===== config.mk =====
export PLATFORM = sky130hd
export DESIGN_NAME = input_channel_buffer
export DESIGN_NICKNAME = d
export VERILOG_FILES = /design/src/rtl/input_channel_buffer_pkg.sv /design/src/rtl/input_channel_buffer_ram.sv /design/src/rtl/input_channel_buffer.sv
export SDC_FILE = /design/constraint.sdc
export NUM_CORES = 1
export LEC_CHECK = 0
export ABC_AREA = 1
export BUFFER_PORTS_ARGS = -buffer_cell sky130_fd_sc_hd__buf_4
export CAP_MARGIN = 20
export CORE_MARGIN = 3
export CORE_UTILIZATION = 57
export DETAILED_ROUTE_END_ITERATION = 8
export PLACE_DENSITY = 0.79
export SLEW_MARGIN = 30
export SYNTH_ARGS = -nofsm -noshare
export SYNTH_HDL_FRONTEND = slang
export SYNTH_SLANG_ARGS = --single-unit

===== constraint.sdc =====
create_clock -name CLK -period 2.3 [get_ports CLK]
set_input_delay 0.115 -clock CLK [delete_from_list [all_inputs] [get_ports CLK]]
set_output_delay 0.115 -clock CLK [all_outputs]
set_load 0.01 [all_outputs]

===== src/rtl/input_channel_buffer_pkg.sv =====
// Shared flit/buffer parameters, types and pointer helper for input_channel_buffer.
// Optional feature macro: PARITY_CHECK_EN (per-entry even-parity storage and head check).
`ifndef FLIT_WIDTH
`define FLIT_WIDTH 16
`endif
`ifndef BUFFERSIZE
`define BUFFERSIZE 4
`endif
`ifndef BUFFERSIZE_WIDTH
`define BUFFERSIZE_WIDTH 3
`endif
`ifndef HEAD
`define HEAD 2'b10
`endif
`ifndef BODY
`define BODY 2'b11
`endif
`ifndef TAIL
`define TAIL 2'b01
`endif

package input_channel_buffer_pkg;

  localparam int FLIT_W = `FLIT_WIDTH;
  localparam int DEPTH  = `BUFFERSIZE;
  localparam int CNT_W  = `BUFFERSIZE_WIDTH;
  localparam int PTR_W  = (DEPTH > 1) ? $clog2(DEPTH) : 1;

  typedef enum logic [1:0] {
    FLIT_TAIL = `TAIL,
    FLIT_BODY = `BODY,
    FLIT_HEAD = `HEAD
  } flit_type_e;

  typedef logic [FLIT_W-1:0] flit_t;

  // Explicit wrap keeps non-power-of-two depths inside the storage range.
  function automatic logic [PTR_W-1:0] next_ptr(input logic [PTR_W-1:0] ptr);
    return (ptr == PTR_W'(DEPTH - 1)) ? '0 : ptr + 1'b1;
  endfunction

endpackage


===== src/rtl/input_channel_buffer_ram.sv =====
// Flit storage for input_channel_buffer: one synchronous write port, one asynchronous read port.
module buffer_ram #(
  parameter int WIDTH  = 16,
  parameter int DEPTH  = 4,
  parameter int ADDR_W = 2
) (
  input  logic              CLK,
  input  logic              write_en,
  input  logic [ADDR_W-1:0] write_addr,
  input  logic [WIDTH-1:0]  write_data,
  input  logic [ADDR_W-1:0] read_addr,
  output logic [WIDTH-1:0]  read_data
);

  logic [WIDTH-1:0] mem [DEPTH];

  always_ff @(posedge CLK) begin
    if (write_en) mem[write_addr] <= write_data;
  end

  assign read_data = mem[read_addr];

endmodule


===== src/rtl/input_channel_buffer.sv =====
// Router input-channel FIFO with first-word-fall-through head, credit count and sticky error flags.
// Optional feature macro: PARITY_CHECK_EN.
module input_channel_buffer
  import input_channel_buffer_pkg::*;
#(
  parameter int P_LOCAL_ID      = 0,
  parameter int P_LOCAL_CHANNEL = 0
) (
  input  logic              CLK,
  input  logic              RST,
  input  logic              command_write,
  input  logic [FLIT_W-1:0] data_in,
  input  logic              data_in_parity,
  input  logic              command_read,
  output logic [FLIT_W-1:0] data_out,
  output logic [CNT_W-1:0]  buffer_credits_local,
  output logic              error_ecc,
  output logic              overflow,
  output logic              underflow
);

`ifdef PARITY_CHECK_EN
  localparam int ENTRY_W = FLIT_W + 1;
`else
  localparam int ENTRY_W = FLIT_W;
`endif

  logic [PTR_W-1:0]   wr_ptr;
  logic [PTR_W-1:0]   rd_ptr;
  logic [CNT_W-1:0]   count;
  logic [ENTRY_W-1:0] wr_entry;
  logic [ENTRY_W-1:0] rd_entry;
  logic               empty;
  logic               full;
  logic               wr_accept;
  logic               rd_accept;

  assign empty     = (count == '0);
  assign full      = (count == CNT_W'(DEPTH));
  assign rd_accept = command_read && !empty;
  // A full buffer still takes a write when the head is popped in the same cycle.
  assign wr_accept = command_write && (!full || command_read);

  always_ff @(posedge CLK or posedge RST) begin
    if (RST) begin
      wr_ptr               <= '0;
      rd_ptr               <= '0;
      count                <= '0;
      buffer_credits_local <= CNT_W'(DEPTH);
      overflow             <= 1'b0;
      underflow            <= 1'b0;
    end else begin
      if (wr_accept) wr_ptr <= next_ptr(wr_ptr);
      if (rd_accept) rd_ptr <= next_ptr(rd_ptr);
      if (wr_accept != rd_accept) begin
        count                <= wr_accept ? count + 1'b1 : count - 1'b1;
        buffer_credits_local <= wr_accept ? buffer_credits_local - 1'b1
                                          : buffer_credits_local + 1'b1;
      end
      if (command_write && full && !command_read) overflow <= 1'b1;
      if (command_read && empty) underflow <= 1'b1;
    end
  end

  buffer_ram #(
    .WIDTH (ENTRY_W),
    .DEPTH (DEPTH),
    .ADDR_W(PTR_W)
  ) u_buffer_ram (
    .CLK       (CLK),
    .write_en  (wr_accept),
    .write_addr(wr_ptr),
    .write_data(wr_entry),
    .read_addr (rd_ptr),
    .read_data (rd_entry)
  );

  assign data_out = empty ? '0 : rd_entry[FLIT_W-1:0];

`ifdef PARITY_CHECK_EN
  assign wr_entry  = {data_in_parity, data_in};
  assign error_ecc = !empty && (rd_entry[FLIT_W] != ^rd_entry[FLIT_W-1:0]);
`else
  logic unused_parity;
  assign unused_parity = data_in_parity;
  assign wr_entry      = data_in;
  assign error_ecc     = 1'b0;
`endif

  always_ff @(posedge CLK) begin
    if (!RST) begin
      assert (count <= CNT_W'(DEPTH))
        else $error("router %0d channel %0d: occupancy %0d exceeds depth",
                    P_LOCAL_ID, P_LOCAL_CHANNEL, count);
    end
  end

endmodule

==> results of run 1 <==
## final timing paths
kind | from | end | slack, ps | cells past startpoint
min | command_read | underflow$_DFFE_PP0P_ | 70 | 2
min in group asynchronous | RST | count[2]$_DFFE_PP0P_ | 350 | 3
max | count[0]$_DFFE_PP0P_ | data_out[12] | 330 | 5
min reg2reg | underflow$_DFFE_PP0P_ | underflow$_DFFE_PP0P_ | 480 | 1
max reg2reg | count[0]$_DFFE_PP0P_ | buffer_credits_local[2]$_DFFE_PP1P_ | 590 | 12
max in group asynchronous | RST | rd_ptr[1]$_DFFE_PP0P_ | 1600 | 3
## kinds of logic (layout without fill, tap and decap cells)
family / after synthesis / count (layout) / synth area share, %
and+or+nand+nor: 108 / 108 / 13.85
DFF: 76 / 76 / 67.82
AOI/OAI and AO/OA: 58 / 58 / 9.504
buffers and inverters: 33 / 101 / 4.389
adders and majority gates: 7 / 7 / 2.672
xor gates and xnor gates: 4 / 4 / 1.641
other: 1 / 1 / 0.1144
## where the power goes
part / total (mW) / internal [mW] / switching (mW)
clock: 0.810 / 0.385 / 0.424
sequential: 2.04 / 1.85 / 0.189
combinational: 2.12 / 0.879 / 1.24
total: 4.97 / 3.11 / 1.86
## cell usage in the layout, fill, tap and decap left out, types with 2 or more instances in the layout
master | synthesis | final
xnor2_1 | 2 | 2
nand3_1 | 7 | 7
clkbuf_1 | 4 | 4
clkbuf_8 | 0 | 9
dfrtp_1 | 11 | 10
o21ai_1 | 2 | 2
o21ai_0 | 31 | 31
inv_1 | 18 | 18
edfxtp_1 | 64 | 64
inv_2 | 2 | 2
buf_4 | 1 | 49
nor2_1 | 72 | 72
dlygate4sd3_1 | 0 | 17
nand2_1 | 23 | 23
ha_1 | 7 | 7
nand2_4 | 3 | 3
a21oi_1 | 21 | 21
nor2_4 | 2 | 2
## flip-flops by register name (all words and copies together), names as in the netlist
name / cells
rd_ptr: 2
buffer_credits_local: 3
u_buffer_ram.mem: 64
overflow: 1
wr_ptr: 2
count: 3
underflow: 1
## Yosys cell counts (all sizes together)
library cell,instances
a21oi,22
a31o,1
buf,9
clkbuf,4
conb,1
dfrtp,11
dfstp,1
edfxtp,64
ha,7
inv,20
nand2,27
nand3,7
nor2,74
o21ai,34
o21bai,1
xnor2,2
xor2,2
## timing repair
action | in CTS | in global routing
hold buffers | 17 | 0
gates resized for setup | 0 | 1
setup endpoints to repair | 0 | 6
endpoints found under the hold margin | 75 | 0
## stage by stage
step           total power, mW  utilization, %
5_1_grt                  5.339           74.74
3_3_place_gp             4.076           68.69
3_5_place_dp             4.165           68.69
2_1_floorplan            3.351               -
6_report                 4.967           74.74
4_1_cts                  5.000           74.72
## layout make-up
| type | count | share of cell area, % |
|---|---|---|
| repair buffers | 66 | 13.49 |
| inverters | 20 | 1.883 |
| clock inverters | 2 | 0.3138 |
| flip-flops and latches | 76 | 55.79 |
| multi-input cells | 178 | 22.84 |
| clock buffers | 13 | 3.483 |
| well taps | 70 | 2.196 |
## routing by layer
| layer | track usage (%) | share of wire [%] | up-vias |
|---|---|---|---|
| li1 | - | - | 1097 |
| met1 | 22.67 | 41 | 1039 |
| met2 | 35.22 | 53 | 53 |
| met3 | 4.496 | 4.6 | 8 |
| met4 | 12.46 | 1.2 | 0 |
| met5 | 0 | 0 | - |
==> flow_metrics.env, run 1 <==
export IMPL_grt_first_pass_wirelength_mm=9.604
export IMPL_ios=43
export IMPL_placedCellCount=393
export IMPL_antenna_found_initial=0
export IMPL_crit_buf_inv=2
export IMPL_clk_pin_slew_ps=70
export IMPL_core_sq_um=5335
export IMPL_leakage_nw=1.589
export IMPL_cts_htree_levels=3
export IMPL_viasPerCell=5.169
export IMPL_fin_nets=379
export IMPL_clockBufferDepth=2
export IMPL_synth_top_cell_area_share_pct=58.63
export IMPL_timing_final_ws_setup_ps=332.5
export IMPL_dpl_cell_area_sq_um=3665
export IMPL_multiInputGateArea_sq_um=910.9
export IMPL_core_rowCount=26
export IMPL_stdcell_count=425
export IMPL_synthToLayoutAreaGrowth_pct=21.64
export IMPL_yosys_top_cells_area="edfxtp_1 59%, dfrtp_1 8.4%, nor2_1 8.2%"
export IMPL_yosys_warnings=0
export IMPL_cts_sinks=76
export IMPL_end_kind="output pin"
export IMPL_crit_path_top_delay_cell="inv_1"
export IMPL_grt_max_degree=35
export IMPL_power_density_nw_per_um2=1245
export IMPL_finalMaxSlewViolations=0
export IMPL_worst_slew_pin_slew_ps=644.4
export IMPL_yosysSeqAreaShare_pct=67.82
export IMPL_wl_per_cell_um=14.54
export IMPL_diodes=0
export IMPL_clock_root_buffer="clkbuf_8"
export IMPL_synth_cells=287
export IMPL_clk_latency_ps=340
export IMPL_regArea_sq_um=2225
export IMPL_syn_num_nets=315
export IMPL_status="finished, final reports clean"
export IMPL_rsz0062_at_grt="no"
export IMPL_avgSynthCellArea_sq_um=11.42
export IMPL_synth_seq_cells=76
export IMPL_path_delay_family="buffers and inverters"
export IMPL_io_buffers=40
export IMPL_min_path_type="in2reg"
export IMPL_dieArea_sq_um=6697
export IMPL_postCtsSetupBuffers=0
export IMPL_synth_cell_types=27
export IMPL_fp_dieW_um=81.84
export IMPL_finalHoldViolCount=0
export IMPL_cp_max_fo=16
export IMPL_vdd_ir_drop_worst_v=0.0007596
export IMPL_num_vias=2197
export IMPL_worstPathArrival_ps=1850
export IMPL_fin_area_sq_um=3988
export IMPL_critical_path_max_stage_delay_ps=480
export IMPL_fin_hold_ws_ps=73.06
export IMPL_drv_cap=0
export IMPL_cts_buffers=9
export IMPL_synth_top_area_cell="edfxtp_1"
export IMPL_dieHeight_um=81.84
export IMPL_grt_usage_pct=20.31
export IMPL_dp_hpwl_mm=3.738
export IMPL_place_gp_congestion=0.7335
export IMPL_fin_tns_setup_ps=0
export IMPL_first_pass_iters=4
export IMPL_cts_tree="yes"
export IMPL_ant_nets=0
export IMPL_routed_wl_mm=6.180
export IMPL_fmax_mhz=508.3
export IMPL_overflow=0
export IMPL_fill_cells=364
export IMPL_drc=0
export IMPL_path_class="reg2out"
export IMPL_timing_final_crit_share_pct=85.54
export IMPL_drtIter0Drc=91
export IMPL_clock_skew_ps=7.572
export IMPL_grt_pass1_vias=2110
export IMPL_crit_chain="nor2_4 > nand2_2 > inv_1 > a21oi_1 > buf_4"
export IMPL_synth_area_sq_um=3278
export IMPL_setup_violations=0
export IMPL_required_ps=2180
export IMPL_post_place_ws_ps=470.8
export IMPL_critPathLaunchType="flip-flop"
export IMPL_period_needed_ps=1968
export IMPL_relSlewSlack_pct=56.99
export IMPL_initial_utilization_pct=61.44
export IMPL_drive_gt1_share_pct=20.85
(Power assumes the default switching activity.)
==> inputs of run 2 (changes only) <==
REMOVE_ABC_BUFFERS = 1   (was not set)
==> run 2 against run 1 <==
Effect of this change: cell count is 0.71% higher; die area stayed put; hold slack better by 14 ps; register-to-register slack worse by 20 ps; cell area is 1.3% higher; clock power is 20% higher; clock-buffer cell count is 1 higher; sequential cell count stayed put; critical path depth stayed put; non-clock buffer count is 2 higher; power is 4.1% higher; largest power group unchanged.
==> flow_metrics.env, run 2 (synthesized netlist as in run 1, its figures left out) <==
export IMPL_routed_wl_mm=6.502
export IMPL_viasPerCell=5.276
export IMPL_largest_register_ffs=64
export IMPL_r2r_end="buffer_credits_local[2]$_DFFE_PP1P_"
export IMPL_critical_path_max_stage_delay_ps=630
export IMPL_vdd_ir_drop_worst_v=0.0007312
export IMPL_critPathLaunchType="flip-flop"
export IMPL_timing_final_ws_setup_ps=316.7
export IMPL_fmax_mhz=504.2
export IMPL_synthToLayoutAreaGrowth_pct=23.28
export IMPL_fp_dieW_um=81.84
export IMPL_cts_buffers=9
export IMPL_r2r_slack_ps=570
export IMPL_finalHoldViolCount=0
export IMPL_final_common_cell="nor2_1"
export IMPL_grt_first_pass_wirelength_mm=10.43
export IMPL_rr_worst_depth=12
export IMPL_drv_cap=0
export IMPL_io_buffers=40
export IMPL_post_route_util_pct=75.75
export IMPL_min_path_type="in2reg"
export IMPL_crit_buf_inv=2
export IMPL_grt_max_degree=35
export IMPL_whs_endpoint="underflow$_DFFE_PP0P_"
export IMPL_cts_sinks=76
export IMPL_crit_path_top_delay_cell="dfrtp_2"
export IMPL_clockBufferDepth=2
export IMPL_cts_tree="yes"
export IMPL_post_place_ws_ps=362.3
export IMPL_grt_usage_pct=21.79
export IMPL_dieArea_sq_um=6697
export IMPL_drive_gt1_share_pct=21.51
export IMPL_clock_skew_ps=9.798
export IMPL_first_pass_iters=4
export IMPL_status="finished, final reports clean"
export IMPL_core_rowCount=26
export IMPL_placedCellCount=395
export IMPL_stdcell_count=428
export IMPL_drc=0
export IMPL_wl_per_cell_um=15.19
export IMPL_crit_chain="inv_2 > nor2_1 > o21ai_0 > a21oi_1 > buf_4"
export IMPL_num_vias=2258
export IMPL_dp_hpwl_mm=3.941
export IMPL_place_gp_congestion=0.8048
export IMPL_overflow=0
export IMPL_power_density_nw_per_um2=1279
export IMPL_top_register="u_buffer_ram.mem"
export IMPL_reg_largest_list="u_buffer_ram.mem: 64 flops, buffer_credits_local: 3 flops, count: 3 flops"
export IMPL_worst_slew_pin_slew_ps=661.5
export IMPL_hold_path_cell_count=2
export IMPL_postCtsSetupBuffers=0
export IMPL_diodes=0
export IMPL_fin_nets=381
export IMPL_antenna_found_initial=0
export IMPL_initial_utilization_pct=61.44
export IMPL_setup_violations=0
export IMPL_fin_tns_setup_ps=0
export IMPL_ant_nets=0
export IMPL_worstPathArrival_ps=1870
export IMPL_dieHeight_um=81.84
export IMPL_grt_pass1_vias=2290
export IMPL_power_total_mw=5.169
export IMPL_ios=43
export IMPL_clk_latency_ps=340
export IMPL_rr_startpoint="count[0]$_DFFE_PP0P_"
export IMPL_drtIter0Drc=154
export IMPL_end_kind="output pin"
export IMPL_finalMaxSlewViolations=0
export IMPL_leakage_nw=1.617
export IMPL_cp_max_fo=18
export IMPL_rsz0062_at_grt="no"
export IMPL_worstHoldStart="command_read"
export IMPL_cts_htree_levels=3
export IMPL_required_ps=2180
export IMPL_clk_pin_slew_ps=70
export IMPL_timing_final_crit_share_pct=86.23
export IMPL_clock_root_buffer="clkbuf_8"
export IMPL_mostFrequentLayoutCells="72 x nor2_1, 64 x edfxtp_1, 51 x buf_4"
export IMPL_relSlewSlack_pct=55.85
export IMPL_path_delay_family="flip-flops"
export IMPL_period_needed_ps=1983
export IMPL_core_sq_um=5335
export IMPL_path_class="reg2out"
==> run 2: report_power, final <==
group,switching (mW),internal [mW]
combinational,1.26,0.891
clock,0.441,0.533
sequential,0.198,1.85
==> run 2: how the worst max path moves through the flow <==
| stage | start | cells past startpoint | slack (ps) | endpoint |
|---|---|---|---|---|
| 2_1_floorplan | count[2]$_DFFE_PP0P_ | 5 | 460 | u_buffer_ram.mem[0][0]$_DFFE_PP_ |
| 3_3_place_gp | rd_ptr[1]$_DFFE_PP0P_ | 5 | 440 | data_out[10] |
| 3_5_place_dp | rd_ptr[1]$_DFFE_PP0P_ | 5 | 360 | data_out[10] |
| 4_1_cts | count[0]$_DFFE_PP0P_ | 5 | 290 | data_out[10] |
| 5_1_grt | rd_ptr[1]$_DFFE_PP0P_ | 5 | 150 | data_out[10] |
| 6_report | rd_ptr[1]$_DFFE_PP0P_ | 5 | 320 | data_out[10] |
==> run 2: cell type report <==
class | count | area (sq um)
clock buffers | 14 | 152.6
clock inverters | 2 | 37.54
fillers | 356 | 1294
inverters | 20 | 75.07
multi-input cells | 178 | 910.9
flip-flops and latches | 76 | 2225
well taps | 70 | 87.58
repair buffers | 68 | 553.0
==> run 2: routing by layer <==
layer  global-route usage (%)  wire, um  vias to the layer above  part of all wire [%]
met5                        0         0                        -                     0
met4                    12.62       130                        0                   2.0
met3                    6.908       470                       12                   7.2
met2                    37.08      3311                       83                    51
met1                    23.89      2590                     1060                    40
li1                         -         -                     1103                     -
==> run 2: through the flow <==
stage | instance area (sq um) | hold WS [ps]
after global placement | 3680 | 165.1
after floorplan | 3209 | -21.02
after detailed placement | 3680 | 170.0
final | 4041 | 87.51
after global routing | 4041 | 77.86
after CTS | 4041 | 68.28
==> run 2: repair_timing <==
action / CTS / global route
hold buffers: 17 / 0
endpoints found under the hold margin: 75 / 0
gates resized for setup: 1 / 0
setup endpoints to repair: 1 / 0
